==> config.mk <==
export PLATFORM = sky130hd
export DESIGN_NAME = reg_d_pipe_flat
export DESIGN_NICKNAME = d
export VERILOG_FILES = /design/src/rtl/reg_d_pipe_if.sv /design/src/rtl/reg_d_pipe.sv /design/src/flat_wrapper.sv
export SDC_FILE = /design/constraint.sdc
export NUM_CORES = 1
export LEC_CHECK = 0
export ABC_AREA = 1
export BUFFER_PORTS_ARGS = -buffer_cell sky130_fd_sc_hd__buf_2
export CORE_MARGIN = 4
export CORE_UTILIZATION = 44
export DETAILED_ROUTE_END_ITERATION = 8
export PLACE_DENSITY = 0.83
export SLEW_MARGIN = 20
export SYNTH_ARGS = -nofsm -noshare
export SYNTH_HDL_FRONTEND = slang
export SYNTH_SLANG_ARGS = --single-unit
==> constraint.sdc <==
create_clock -name clk -period 0.99 [get_ports clk]
set_clock_uncertainty 0.15 [all_clocks]
set_input_delay 0.099 -clock clk [delete_from_list [all_inputs] [get_ports clk]]
set_output_delay 0.099 -clock clk [all_outputs]
set_load 0.02 [all_outputs]
==> src/rtl/reg_d_pipe_if.sv <==
// IF/ID bus: F-stage values and controls in, registered D-stage values out.
// The flush_D wire exists only when REG_D_FLUSH_EN is defined.
interface reg_d_pipe_if #(
    parameter int DATA_W = 32
);
    logic [DATA_W-1:0] IR_F;
    logic [DATA_W-1:0] pc4_F;
    logic [DATA_W-1:0] pc8_F;
    // D_en=1 loads all three F fields at the rising edge; D_en=0 holds them (stall).
    logic              D_en;
`ifdef REG_D_FLUSH_EN
    logic              flush_D;
`endif
    logic [DATA_W-1:0] IR_D;
    logic [DATA_W-1:0] pc4_D;
    logic [DATA_W-1:0] pc8_D;

    modport master (
        output IR_F, pc4_F, pc8_F, D_en,
`ifdef REG_D_FLUSH_EN
        output flush_D,
`endif
        input  IR_D, pc4_D, pc8_D
    );

    modport slave (
        input  IR_F, pc4_F, pc8_F, D_en,
`ifdef REG_D_FLUSH_EN
        input  flush_D,
`endif
        output IR_D, pc4_D, pc8_D
    );
endinterface

==> src/rtl/reg_d_pipe.sv <==
// IF/ID pipeline register with stall (D_en) and, under REG_D_FLUSH_EN, a flush to NOP.
// Outputs come straight from flops; reset is asynchronous and active-low.
module reg_d_pipe #(
    parameter int                DATA_W  = 32,
    parameter logic [DATA_W-1:0] RST_IR  = '0,
    parameter logic [DATA_W-1:0] RST_PC4 = '0,
    parameter logic [DATA_W-1:0] RST_PC8 = '0
) (
    input  logic          clk,
    input  logic          reset,
    reg_d_pipe_if.slave   bus
);

    logic [DATA_W-1:0] ir_q,  ir_d;
    logic [DATA_W-1:0] pc4_q, pc4_d;
    logic [DATA_W-1:0] pc8_q, pc8_d;

    // All three fields share one decision so they can never update separately.
    always_comb begin
        ir_d  = ir_q;
        pc4_d = pc4_q;
        pc8_d = pc8_q;
`ifdef REG_D_FLUSH_EN
        if (bus.flush_D) begin
            ir_d  = RST_IR;
            pc4_d = RST_PC4;
            pc8_d = RST_PC8;
        end else if (bus.D_en) begin
            ir_d  = bus.IR_F;
            pc4_d = bus.pc4_F;
            pc8_d = bus.pc8_F;
        end
`else
        if (bus.D_en) begin
            ir_d  = bus.IR_F;
            pc4_d = bus.pc4_F;
            pc8_d = bus.pc8_F;
        end
`endif
    end

    always_ff @(posedge clk or negedge reset) begin
        if (!reset) begin
            ir_q  <= RST_IR;
            pc4_q <= RST_PC4;
            pc8_q <= RST_PC8;
        end else begin
            ir_q  <= ir_d;
            pc4_q <= pc4_d;
            pc8_q <= pc8_d;
        end
    end

    assign bus.IR_D  = ir_q;
    assign bus.pc4_D = pc4_q;
    assign bus.pc8_D = pc8_q;

endmodule

==> src/flat_wrapper.sv <==
// flat-port wrapper written by rule: the top's interface ports become plain ports
module reg_d_pipe_flat 
#(
    parameter int                DATA_W  = 32,
    parameter logic [DATA_W-1:0] RST_IR  = '0,
    parameter logic [DATA_W-1:0] RST_PC4 = '0,
    parameter logic [DATA_W-1:0] RST_PC8 = '0
)
  (clk, reset, bus_IR_F, bus_pc4_F, bus_pc8_F, bus_D_en, bus_IR_D, bus_pc4_D, bus_pc8_D);
  reg_d_pipe_if #(.DATA_W(DATA_W)) bus_i ();
  input  logic clk;
  input  logic reset;
  input wire logic [$bits(bus_i.IR_F)-1:0] bus_IR_F;
  input wire logic [$bits(bus_i.pc4_F)-1:0] bus_pc4_F;
  input wire logic [$bits(bus_i.pc8_F)-1:0] bus_pc8_F;
  input wire logic [$bits(bus_i.D_en)-1:0] bus_D_en;
  output wire logic [$bits(bus_i.IR_D)-1:0] bus_IR_D;
  output wire logic [$bits(bus_i.pc4_D)-1:0] bus_pc4_D;
  output wire logic [$bits(bus_i.pc8_D)-1:0] bus_pc8_D;
  assign bus_i.IR_F = bus_IR_F;
  assign bus_i.pc4_F = bus_pc4_F;
  assign bus_i.pc8_F = bus_pc8_F;
  assign bus_i.D_en = bus_D_en;
  assign bus_IR_D = bus_i.IR_D;
  assign bus_pc4_D = bus_i.pc4_D;
  assign bus_pc8_D = bus_i.pc8_D;
  reg_d_pipe #(.DATA_W(DATA_W), .RST_IR(RST_IR), .RST_PC4(RST_PC4), .RST_PC8(RST_PC8)) u_core (.clk(clk), .reset(reset), .bus(bus_i));
endmodule
=== Word level (Yosys, flattened, before mapping) ===
Index checks and enable logic that the tools add are counted.

* Eq/ne operators: 0
* Div/mod/pow operators: 0
* Multiply operators: 0
* Add/subtract/negate cells: 0
* Magnitude comparators: 0
* Reduce and logical (&&, ||, !) cells: 0
* Bitwise gates (word level): 0
* Mux-type cells: 0
* Shift-type cells: 0

* Memories kept: 0
* Input bits: 99
* Flip-flop bits (word level): 96
* Latch bits: 0
* Bits in writable memories: 0
* Output and inout port bits: 96
* Bits in read-only memories: 0

=== Logic depth before layout (Yosys ltp) ===
Gate-level depths: netlist of run 1.

* Depth in word-level cells: 0
* Gate-level depth with buffers: 6
* Gate-level depth less buffers: 3

=== Worst setup path before layout of run 1 ===
No wires, ideal clock.

* Path kind: input to register
* Start point: input port bus_D_en
* End point: register u_core.pc4_q[19], in the netlist u_core.bus.pc4_D[19]
* Path slack: 0.085 ns
* Setup time: 0.117 ns
* Path buffers: 3
* Cell stages on the path: 5
* Arrival time: 0.638 ns
* Data required time: 0.723 ns
* Path through: buf_4 -> buf_4 -> buf_4 -> nand2_1 -> nand2_1

{| class="wikitable"
|+ RTL lines
! what !! line !! RTL
|-
| from (decl) || flat_wrapper.sv:16 || <nowiki>input wire logic [$bits(bus_i.D_en)-1:0] bus_D_en;</nowiki>
|-
| to (signal assigned) || reg_d_pipe.sv:49 || <nowiki>pc4_q <= pc4_d;</nowiki>
|-
| to (decl) || reg_d_pipe.sv:15 || <nowiki>logic [DATA_W-1:0] pc4_q, pc4_d;</nowiki>
|}

=== Worst setup path in the final report of run 1 ===
* Start point: register u_core.pc8_q[20], in the netlist u_core.bus.pc8_D[20]
* End point: output port bus_pc8_D[20]

{| class="wikitable"
|+ RTL lines
! what !! line !! RTL
|-
| from (decl) || reg_d_pipe.sv:16 || <nowiki>logic [DATA_W-1:0] pc8_q, pc8_d;</nowiki>
|-
| from (signal assigned) || reg_d_pipe.sv:50 || <nowiki>pc8_q <= pc8_d;</nowiki>
|-
| to (decl) || flat_wrapper.sv:19 || <nowiki>output wire logic [$bits(bus_i.pc8_D)-1:0] bus_pc8_D;</nowiki>
|}

No word-level cell between the ends.

==> results of run 1 <==
## report_power, final
| part | switching, mW | internal [mW] | total (mW) | leakage, nW |
|---|---|---|---|---|
| logic | 1.33 | 1.43 | 2.76 | 2.51 |
| clock network | 1.31 | 1.48 | 2.78 | 0.108 |
| registers | 0.306 | 4.27 | 4.57 | 1.17 |
## state kept, by name, summed over array words and instances, names as in the netlist
| signal | flops |
|---|---|
| u_core.bus.IR_D | 32 |
| u_core.bus.pc4_D | 32 |
| u_core.bus.pc8_D | 32 |
## placed cells by master, fill, tap and decap left out, drive strengths merged
master	count
nand2	288
dlygate4sd3	97
inv	1
diode	2
dfrtp	96
buf	247
clkinv	2
bufinv	2
clkbuf	10
clkinvlp	1
## final cells by class
type                    instances  share of cell area, %
diodes                          2                 0.0727
inverters                       1                 0.0908
clock inverters                 5                   1.18
clock buffers                  10                   2.00
repair buffers                344                   43.8
multi-input cells             288                   16.1
flip-flops and latches         96                   34.9
well taps                     102                   1.85
## cells by family (layout without fill, tap and decap cells)
logic type | after synthesis | after routing | share of synthesized area, %
buffers and inverters | 22 | 360 | 4.03
flip-flops | 96 | 96 | 66.2
other | 0 | 2 | 0
AND/OR/NAND/NOR | 288 | 288 | 29.8
## worst paths after layout
kind                                             startpoint                               end  slack [ns]  cells past startpoint
max                        u_core.bus.pc8_D[20]$_DFFE_PN0P_                     bus_pc8_D[20]       -0.19                      1
min                                                bus_D_en   u_core.bus.pc4_D[4]$_DFFE_PN0P_       0.003                      4
max reg2reg                u_core.bus.pc8_D[21]$_DFFE_PN0P_  u_core.bus.pc8_D[21]$_DFFE_PN0P_       -0.09                      4
min reg2reg                u_core.bus.pc8_D[29]$_DFFE_PN0P_  u_core.bus.pc8_D[29]$_DFFE_PN0P_        0.36                      2
max in group asynchronous                             reset  u_core.bus.pc4_D[11]$_DFFE_PN0P_        0.32                      3
min in group asynchronous                             reset  u_core.bus.pc8_D[11]$_DFFE_PN0P_        0.13                      3
## repair_timing
| item | in CTS | in global routing |
|---|---|---|
| resized for setup | 192 | 10 |
| hold endpoints to repair | 192 | 0 |
| buffers inserted | 19 | 27 |
| pin swaps | 0 | 2 |
| hold buffers | 98 | 0 |
| endpoints found under the setup margin | 96 | 98 |
## routing by layer
| metal | vias to the layer above | routed length, um |
|---|---|---|
| li1 | 1873 | - |
| met2 | 299 | 8260 |
| met3 | 38 | 1600 |
| met4 | 0 | 461 |
| met5 | - | 0 |
| met1 | 2008 | 5210 |
## stage by stage
step,power [mW],hold WS [ns],TNS (ns)
floorplan,5.39,-0.347,0
CTS,9.82,0.0775,-15.44
global route,10.5,0.00601,-18.29
global placement,6.12,-0.0431,0
finish,10.1,0.00282,-15.11
detailed placement,6.17,-0.0418,0
==> results.sh, run 1 <==
export IMPL_run_status="complete, but fails checks"
export IMPL_violations="negative setup slack"
export IMPL_io_pins=195
export IMPL_crit_family="flip-flops"
export IMPL_rsz0062_at_grt="yes"
export IMPL_grt_remaining_overflow=0
export IMPL_grt_pass1_wl_um=22800
export IMPL_netlist_area_mm2=0.00363
export IMPL_gp_congestion=0.930
export IMPL_ant_nets=0
export IMPL_utilization_pct=87.3
export IMPL_grt_pass1_vias=4305
export IMPL_drt_total_wl_um=15500
export IMPL_setup_viol=104
export IMPL_coreArea_mm2=0.00789
export IMPL_ys_seq_elements=96
export IMPL_async_flop_share_pct=100
export IMPL_placed_area_mm2=0.00473
export IMPL_drv_slew=0
export IMPL_netlist_area_leader_share_pct=66.2
export IMPL_timing_fmax_mhz=848
export IMPL_netlist_cell_type_count=6
export IMPL_drv_cap=0
export IMPL_initial_core_util_pct=46.0
export IMPL_htreeDepth=3
export IMPL_grtUsageMet1_pct=33.8
export IMPL_crit_chain="buf_6"
export IMPL_yosysTopAreaCell="dfrtp_1"
export IMPL_routedWlPerCell_um=18.3
export IMPL_final_seq_area_mm2=0.00240
export IMPL_hp_class="input pin to flip-flop"
export IMPL_synth_edff_count=0
export IMPL_antenna_found_initial=1
export IMPL_nNetsFinal=839
export IMPL_ys_warn_count=0
export IMPL_synthTopCellsByArea="dfrtp_1 66%, nand2_1 30%, buf_4 1.9%"
export IMPL_cts_root_buffer="clkbuf_8"
export IMPL_final_area_mm2=0.00689
export IMPL_worstSetupEndpointType="output pin"
export IMPL_cts_max_path_buffers=2
export IMPL_place_ws_ns=0.0510
export IMPL_post_route_period_util_pct=119
export IMPL_die_area_mm2=0.00977
export IMPL_die_width_um=98.8
export IMPL_clock_sink_count=96
export IMPL_vias_per_cell=4.97
export IMPL_crit_slowest_cell="dfrtp_1"
export IMPL_die_y_um=98.8
export IMPL_crit_arrival_ns=0.93
export IMPL_grt_start_max_net_pins=51
export IMPL_syn2layout_area_growth_pct=89.7
export IMPL_insertion_delay_ns=0.34
export IMPL_clkTransAtPathRegs_ns=0.08
export IMPL_drc_errors=0
export IMPL_required_ns=0.74
export IMPL_use_met3_pct=9.27
export IMPL_yosys_top_cells_count="288 x nand2_1, 96 x dfrtp_1, 10 x buf_2"
export IMPL_instances_no_fill=848
export IMPL_grt_met2_usage_pct=52.9
export IMPL_setup_ws_ns=-0.190
export IMPL_grt_usage_pct=29.8
export IMPL_worst_slew_pin_slew_ns=0.260
export IMPL_crit_type="flip-flop to output pin"
export IMPL_busiest_layer="met2"
export IMPL_cp_start_kind="flip-flop"
export IMPL_critical_path_peak_fanout=2
export IMPL_dp_cells=689
export IMPL_leakage_nw=3.79
export IMPL_vdd_drop_max_v=0.00107
export IMPL_fill_cells=349
export IMPL_rows=32
export IMPL_syn_area_per_cell_um2=8.94
export IMPL_synth_ff_type="dfrtp_1"
export IMPL_first_pass_iters=5
export IMPL_synth_most_common_cell="nand2_1"
export IMPL_pwr_density_cell_mw_per_mm2=1470
export IMPL_synth_nets=505
export IMPL_cts_tree="done"
export IMPL_numCtsBuffers=9
export IMPL_drtIter0Drc=243
export IMPL_max_slew_margin_rel_pct=82.7
export IMPL_crit_buf_inv=1
export IMPL_finalHoldViolations=0
export IMPL_post_route_min_period_ns=1.18
export IMPL_drive_gt1_share_pct=36.6
export IMPL_numPortBuffers=194
export IMPL_multi_input_area_mm2=0.00111
export IMPL_max_stage_delay_ns=0.44
export IMPL_ys_seq_area_share_pct=66.2
export IMPL_synthesis_instances=406
export IMPL_hpwlAfterDp_um=6950
export IMPL_num_vias=4218
(Power assumes the default switching activity.)
==> inputs of run 2 (changes only) <==
--- a/config.mk
+++ b/config.mk
@@ -17 +17,2 @@
 export SYNTH_SLANG_ARGS = --single-unit
+export TNS_END_PERCENT = 50
==> constraint.sdc (replaced) <==
create_clock -name clk -period 0.99 [get_ports clk]
set_clock_uncertainty 0.15 [all_clocks]
set_input_delay 0.198 -clock clk [delete_from_list [all_inputs] [get_ports clk]]
set_output_delay 0.198 -clock clk [all_outputs]
set_load 0.02 [all_outputs]
==> results.sh, run 2 (synthesis gave the netlist of run 1 again) <==
export IMPL_gp_congestion=0.936
export IMPL_grt_remaining_overflow=0
export IMPL_grt_start_max_net_pins=51
export IMPL_worst_slew_pin_slew_ns=0.276
export IMPL_die_y_um=98.8
export IMPL_crit_family="flip-flops"
export IMPL_routedWlPerCell_um=18.6
export IMPL_first_pass_iters=5
export IMPL_rr_endpoint="u_core.bus.pc8_D[9]$_DFFE_PN0P_"
export IMPL_finalHoldViolations=0
export IMPL_worstHoldEndpoint="u_core.bus.pc4_D[12]$_DFFE_PN0P_"
export IMPL_drv_cap=0
export IMPL_timing_fmax_mhz=768
export IMPL_numCtsBuffers=9
export IMPL_final_seq_area_mm2=0.00240
export IMPL_syn2layout_area_growth_pct=85.5
export IMPL_drt_total_wl_um=15600
export IMPL_antenna_found_initial=0
export IMPL_p_comb_share_pct=26.6
export IMPL_power_share_switching_pct=29.5
export IMPL_instances_no_fill=842
export IMPL_r2r_cells=4
export IMPL_vias_per_cell=4.99
export IMPL_setup_ws_ns=-0.312
export IMPL_mostFrequentLayoutCells="284 x nand2_1, 112 x buf_2, 97 x dlygate4sd3_1"
export IMPL_r2r_slack_ns=-0.06
export IMPL_crit_type="flip-flop to output pin"
export IMPL_cts_tree="done"
export IMPL_grt_pass1_wl_um=21300
export IMPL_pwr_density_cell_mw_per_mm2=1480
export IMPL_grt_usage_pct=27.7
export IMPL_ant_nets=0
export IMPL_max_slew_margin_rel_pct=81.6
export IMPL_clkPwrFrac_pct=27.6
export IMPL_vdd_drop_max_v=0.000988
export IMPL_setup_tns_final_ns=-25.30
export IMPL_drc_errors=0
export IMPL_violations="negative setup slack"
export IMPL_insertion_delay_ns=0.35
export IMPL_drv_slew=0
export IMPL_num_vias=4200
export IMPL_nNetsFinal=834
export IMPL_die_area_mm2=0.00977
export IMPL_coreArea_mm2=0.00789
export IMPL_antenna_cells=0
export IMPL_cts_root_buffer="clkbuf_8"
export IMPL_cp_start_kind="flip-flop"
export IMPL_fill_cells=380
export IMPL_rows=32
export IMPL_clock_sink_count=96
export IMPL_leakage_nw=3.73
export IMPL_drive_gt1_share_pct=35.3
export IMPL_post_route_min_period_ns=1.30
export IMPL_p_int_mw=7.04
export IMPL_hpwlAfterDp_um=6970
export IMPL_drtIter0Drc=263
export IMPL_crit_buf_inv=1
export IMPL_holdCritStartpoint="bus_D_en"
export IMPL_whs_path_depth=4
export IMPL_setup_viol=103
export IMPL_run_status="complete, but fails checks"
export IMPL_seqPwrFrac_pct=45.8
export IMPL_io_pins=195
export IMPL_multi_input_area_mm2=0.00110
export IMPL_reg2reg_from="u_core.bus.pc8_D[9]$_DFFE_PN0P_"
export IMPL_critical_path_peak_fanout=2
export IMPL_crit_arrival_ns=0.95
export IMPL_htreeDepth=3
export IMPL_initial_core_util_pct=46.0
export IMPL_crit_chain="buf_6"
export IMPL_worstSetupEndpointType="output pin"
export IMPL_hp_class="input pin to flip-flop"
export IMPL_max_stage_delay_ns=0.44
export IMPL_grt_pass1_vias=4253
export IMPL_p_switching_mw=2.94
export IMPL_clkTransAtPathRegs_ns=0.10
export IMPL_final_common_cell="nand2_1"
export IMPL_required_ns=0.64
export IMPL_numPortBuffers=194
export IMPL_post_route_period_util_pct=132
export IMPL_dp_cells=690
export IMPL_die_width_um=98.8
export IMPL_cts_max_path_buffers=2
export IMPL_crit_slowest_cell="dfrtp_1"
export IMPL_rsz0062_at_grt="yes"
==> run 2: how the worst max path moves through the flow <==
stage,start,endpoint,slack (ns),cells past startpoint
after global routing,u_core.bus.pc8_D[11]$_DFFE_PN0P_,bus_pc8_D[11],-0.35,1
after CTS,u_core.bus.IR_D[11]$_DFFE_PN0P_,bus_IR_D[11],-0.28,1
after global placement,bus_D_en,u_core.bus.pc8_D[16]$_DFFE_PN0P_,-0.02,4
final,u_core.bus.pc8_D[18]$_DFFE_PN0P_,bus_pc8_D[18],-0.31,1
after floorplan,bus_D_en,u_core.bus.pc4_D[19]$_DFFE_PN0P_,-0.01,5
after detailed placement,bus_D_en,u_core.bus.pc4_D[30]$_DFFE_PN0P_,-0.06,5
==> run 2: cell type report <==
| type | instances | area share [%] |
|---|---|---|
| well taps | 102 | 1.90 |
| flip-flops and latches | 96 | 35.7 |
| repair buffers | 339 | 42.9 |
| clock buffers | 11 | 1.95 |
| clock inverters | 5 | 1.21 |
| multi-input cells | 288 | 16.3 |
| inverters | 1 | 0.0929 |
==> run 2: power by group through the flow <==
stage,Clock [mW],Sequential (mW),Combinational [mW]
2_1_floorplan,0,4.96,0.427
3_3_place_gp,0,4.51,1.61
3_5_place_dp,0,4.52,1.66
4_1_cts,2.79,4.49,2.25
5_1_grt,2.96,4.60,2.81
6_report,2.75,4.57,2.66
==> run 2: per-layer routing <==
layer  track usage [%]  share of wire, %
met4              12.8               5.0
met1              30.5                34
met2              49.8                51
met5                 0                 0
met3              7.15               9.7
==> run 2: repair_timing <==
item,in CTS,in global routing
hold buffers,97,0
resized for setup,100,67
cloned,0,0
setup endpoints to repair,96,96
setup buffers,17,22
hold endpoints to repair,192,0
==> run 2: per-stage QoR <==
step	total power [mW]	hold WS, ns	utilization (%)	cell area [um^2]	setup WS, ns
floorplan	5.39	-0.248	-	3630	-0.0145
CTS	9.53	0.180	80.6	6360	-0.279
detailed placement	6.18	0.0618	60.0	4730	-0.0617
global placement	6.12	0.0546	60.0	4730	-0.0203
global route	10.4	0.198	85.3	6730	-0.346
finish	9.97	0.200	85.3	6730	-0.312
==> inputs of run 3 (changes only) <==
- ABC_AREA: 1 -> default
- CORE_UTILIZATION: 44 -> 45
- PLACE_DENSITY: 0.83 -> 0.84
==> results.sh, run 3 <==
export IMPL_final_area_mm2=0.00643
export IMPL_critical_path_peak_fanout=2
export IMPL_holdCritStartpoint="bus_pc4_F[16]"
export IMPL_netlist_area_leader_share_pct=63.8
export IMPL_syn2layout_area_growth_pct=70.7
export IMPL_gp_congestion=0.745
export IMPL_drtIter0Drc=50
export IMPL_antenna_found_initial=0
export IMPL_finalHoldViolations=47
export IMPL_htreeDepth=3
export IMPL_crit_buf_inv=1
export IMPL_place_ws_ns=-0.298
export IMPL_post_route_period_util_pct=129
export IMPL_crit_type="flip-flop to output pin"
export IMPL_crit_slowest_cell="dfrtp_1"
export IMPL_rr_endpoint="u_core.bus.IR_D[29]$_DFFE_PN0P_"
export IMPL_worstSetupPathDepth=1
export IMPL_yosys_top_cells_count="96 x dfrtp_1, 56 x mux2_2, 40 x mux2_4"
export IMPL_final_common_cell="buf_2"
export IMPL_finalPower_mw=10.0
export IMPL_initial_core_util_pct=46.1
export IMPL_synth_edff_count=0
export IMPL_placed_area_mm2=0.00486
export IMPL_num_vias=2848
export IMPL_setup_ws_ns=-0.283
export IMPL_wl_met2_um=6390
export IMPL_grt_pass1_wl_um=16600
export IMPL_ys_seq_elements=96
export IMPL_drt_total_wl_um=11700
export IMPL_hpwlAfterDp_um=6520
export IMPL_post_route_min_period_ns=1.27
export IMPL_reg2reg_from="u_core.bus.IR_D[29]$_DFFE_PN0P_"
export IMPL_cp_start_kind="flip-flop"
export IMPL_leakage_nw=3.42
export IMPL_crit_arrival_ns=0.92
export IMPL_syn_area_per_cell_um2=18.5
export IMPL_required_ns=0.64
export IMPL_mostFrequentLayoutCells="106 x buf_2, 96 x dfrtp_1, 87 x buf_6"
export IMPL_antenna_cells=0
export IMPL_crit_family="flip-flops"
export IMPL_max_slew_margin_rel_pct=81.9
export IMPL_rsz0062_at_grt="yes"
export IMPL_die_y_um=99.5
export IMPL_numCtsBuffers=9
export IMPL_violations="negative hold slack, negative setup slack"
export IMPL_pwr_density_cell_mw_per_mm2=1560
export IMPL_hold_slack_ns=-0.0629
export IMPL_grt_usage_pct=21.6
export IMPL_ys_seq_area_share_pct=63.8
export IMPL_netlist_cell_type_count=7
export IMPL_coreArea_mm2=0.00818
export IMPL_run_status="complete, but fails checks"
export IMPL_io_pins=195
export IMPL_timing_fmax_mhz=786
export IMPL_netlist_area_mm2=0.00376
export IMPL_ys_warn_count=0
export IMPL_setup_viol=133
export IMPL_vdd_drop_max_v=0.00111
export IMPL_drv_slew=0
export IMPL_insertion_delay_ns=0.35
export IMPL_met1_length_um=3970
export IMPL_ant_nets=0
export IMPL_die_width_um=99.5
export IMPL_max_stage_delay_ns=0.43
export IMPL_cts_max_path_buffers=2
export IMPL_cts_root_buffer="clkbuf_8"
export IMPL_clkTransAtPathRegs_ns=0.10
export IMPL_dr_wl_met3_um=1090
export IMPL_synth_ff_type="dfrtp_1"
export IMPL_r2r_slack_ns=-0.19
export IMPL_clock_sink_count=96
export IMPL_async_flop_share_pct=100
export IMPL_routedWlPerCell_um=19.7
export IMPL_synth_nets=302
export IMPL_numPortBuffers=194
export IMPL_worstSetupEndpointType="output pin"
export IMPL_rows=33
export IMPL_drv_cap=0
export IMPL_synthesis_instances=203
export IMPL_hp_class="input pin to flip-flop"
export IMPL_routed_top_layer="met4"
export IMPL_grt_pass1_vias=3250
export IMPL_crit_chain="buf_6"
export IMPL_cts_tree="done"
export IMPL_drive_gt1_share_pct=70.4
export IMPL_die_area_mm2=0.00989
export IMPL_synthTopCellsByArea="dfrtp_1 64%, mux2_2 17%, mux2_4 16%"
export IMPL_whs_path_depth=2
export IMPL_setup_tns_final_ns=-26.56
export IMPL_yosysTopAreaCell="dfrtp_1"
export IMPL_first_pass_iters=3
export IMPL_grt_remaining_overflow=0
export IMPL_worst_slew_pin_slew_ns=0.272
export IMPL_drc_errors=0
export IMPL_vias_per_cell=4.79
export IMPL_grt_start_max_net_pins=43
export IMPL_r2r_cells=3
export IMPL_synth_most_common_cell="dfrtp_1"
export IMPL_worstHoldEndpoint="u_core.bus.pc4_D[16]$_DFFE_PN0P_"
export IMPL_nNetsFinal=585
## run 3: where the power goes
| group | internal, mW | total, mW | switching (mW) |
|---|---|---|---|
| Clock | 1.25 | 2.61 | 1.35 |
| Combinational | 1.61 | 2.77 | 1.15 |
| Sequential | 4.31 | 4.63 | 0.321 |
## run 3: final cells by class
| cell class | instances | area, um^2 |
|---|---|---|
| fill | 427 | 1750 |
| clock inverter | 5 | 63.8 |
| clock buffer | 10 | 138 |
| sequential | 96 | 2400 |
| tap | 105 | 131 |
| multi-input combinational | 96 | 1250 |
| timing repair buffer | 283 | 2450 |
## run 3: timing repair
action,4_1_cts,5_1_grt
cloned,0,0
endpoints found under the setup margin,96,146
endpoints found under the hold margin,192,52
pin swaps,0,0
resized for setup,98,114
hold buffers,45,5
buffers inserted,17,15
## run 3: cell families (layout without fill, tap and decap cells)
family | count (synthesis) | count (layout) | synth area share (%)
mux | 96 | 96 | 32.7
flops | 96 | 96 | 63.8
buf+inv | 11 | 298 | 3.49
## run 3: stage by stage
| step | cells | hold slack (ns) | util, % |
|---|---|---|---|
| final | 595 | -0.0629 | 78.6 |
| after global routing | 595 | -0.0820 | 78.6 |
| after CTS | 575 | -0.0860 | 72.7 |
| after detailed placement | 498 | -0.0685 | 59.4 |
| after global placement | 498 | -0.0705 | 59.4 |
| after floorplan | 203 | -0.248 | - |
## run 3: worst max-delay path by stage
stage | start | endpoint | slack [ns]
floorplan | bus_D_en | u_core.bus.pc4_D[20]$_DFFE_PN0P_ | -0.15
global placement | bus_D_en | u_core.bus.IR_D[12]$_DFFE_PN0P_ | -0.26
detailed placement | bus_D_en | u_core.bus.pc4_D[12]$_DFFE_PN0P_ | -0.30
CTS | u_core.bus.pc4_D[22]$_DFFE_PN0P_ | bus_pc4_D[22] | -0.29
global route | u_core.bus.IR_D[6]$_DFFE_PN0P_ | bus_IR_D[6] | -0.32
finish | u_core.bus.IR_D[20]$_DFFE_PN0P_ | bus_IR_D[20] | -0.28
## run 3: metal layers
layer	vias to the layer above	GRT usage [%]
li1	1272	-
met4	0	9.98
met3	26	7.85
met2	141	37.0
met5	-	0
met1	1409	23.9
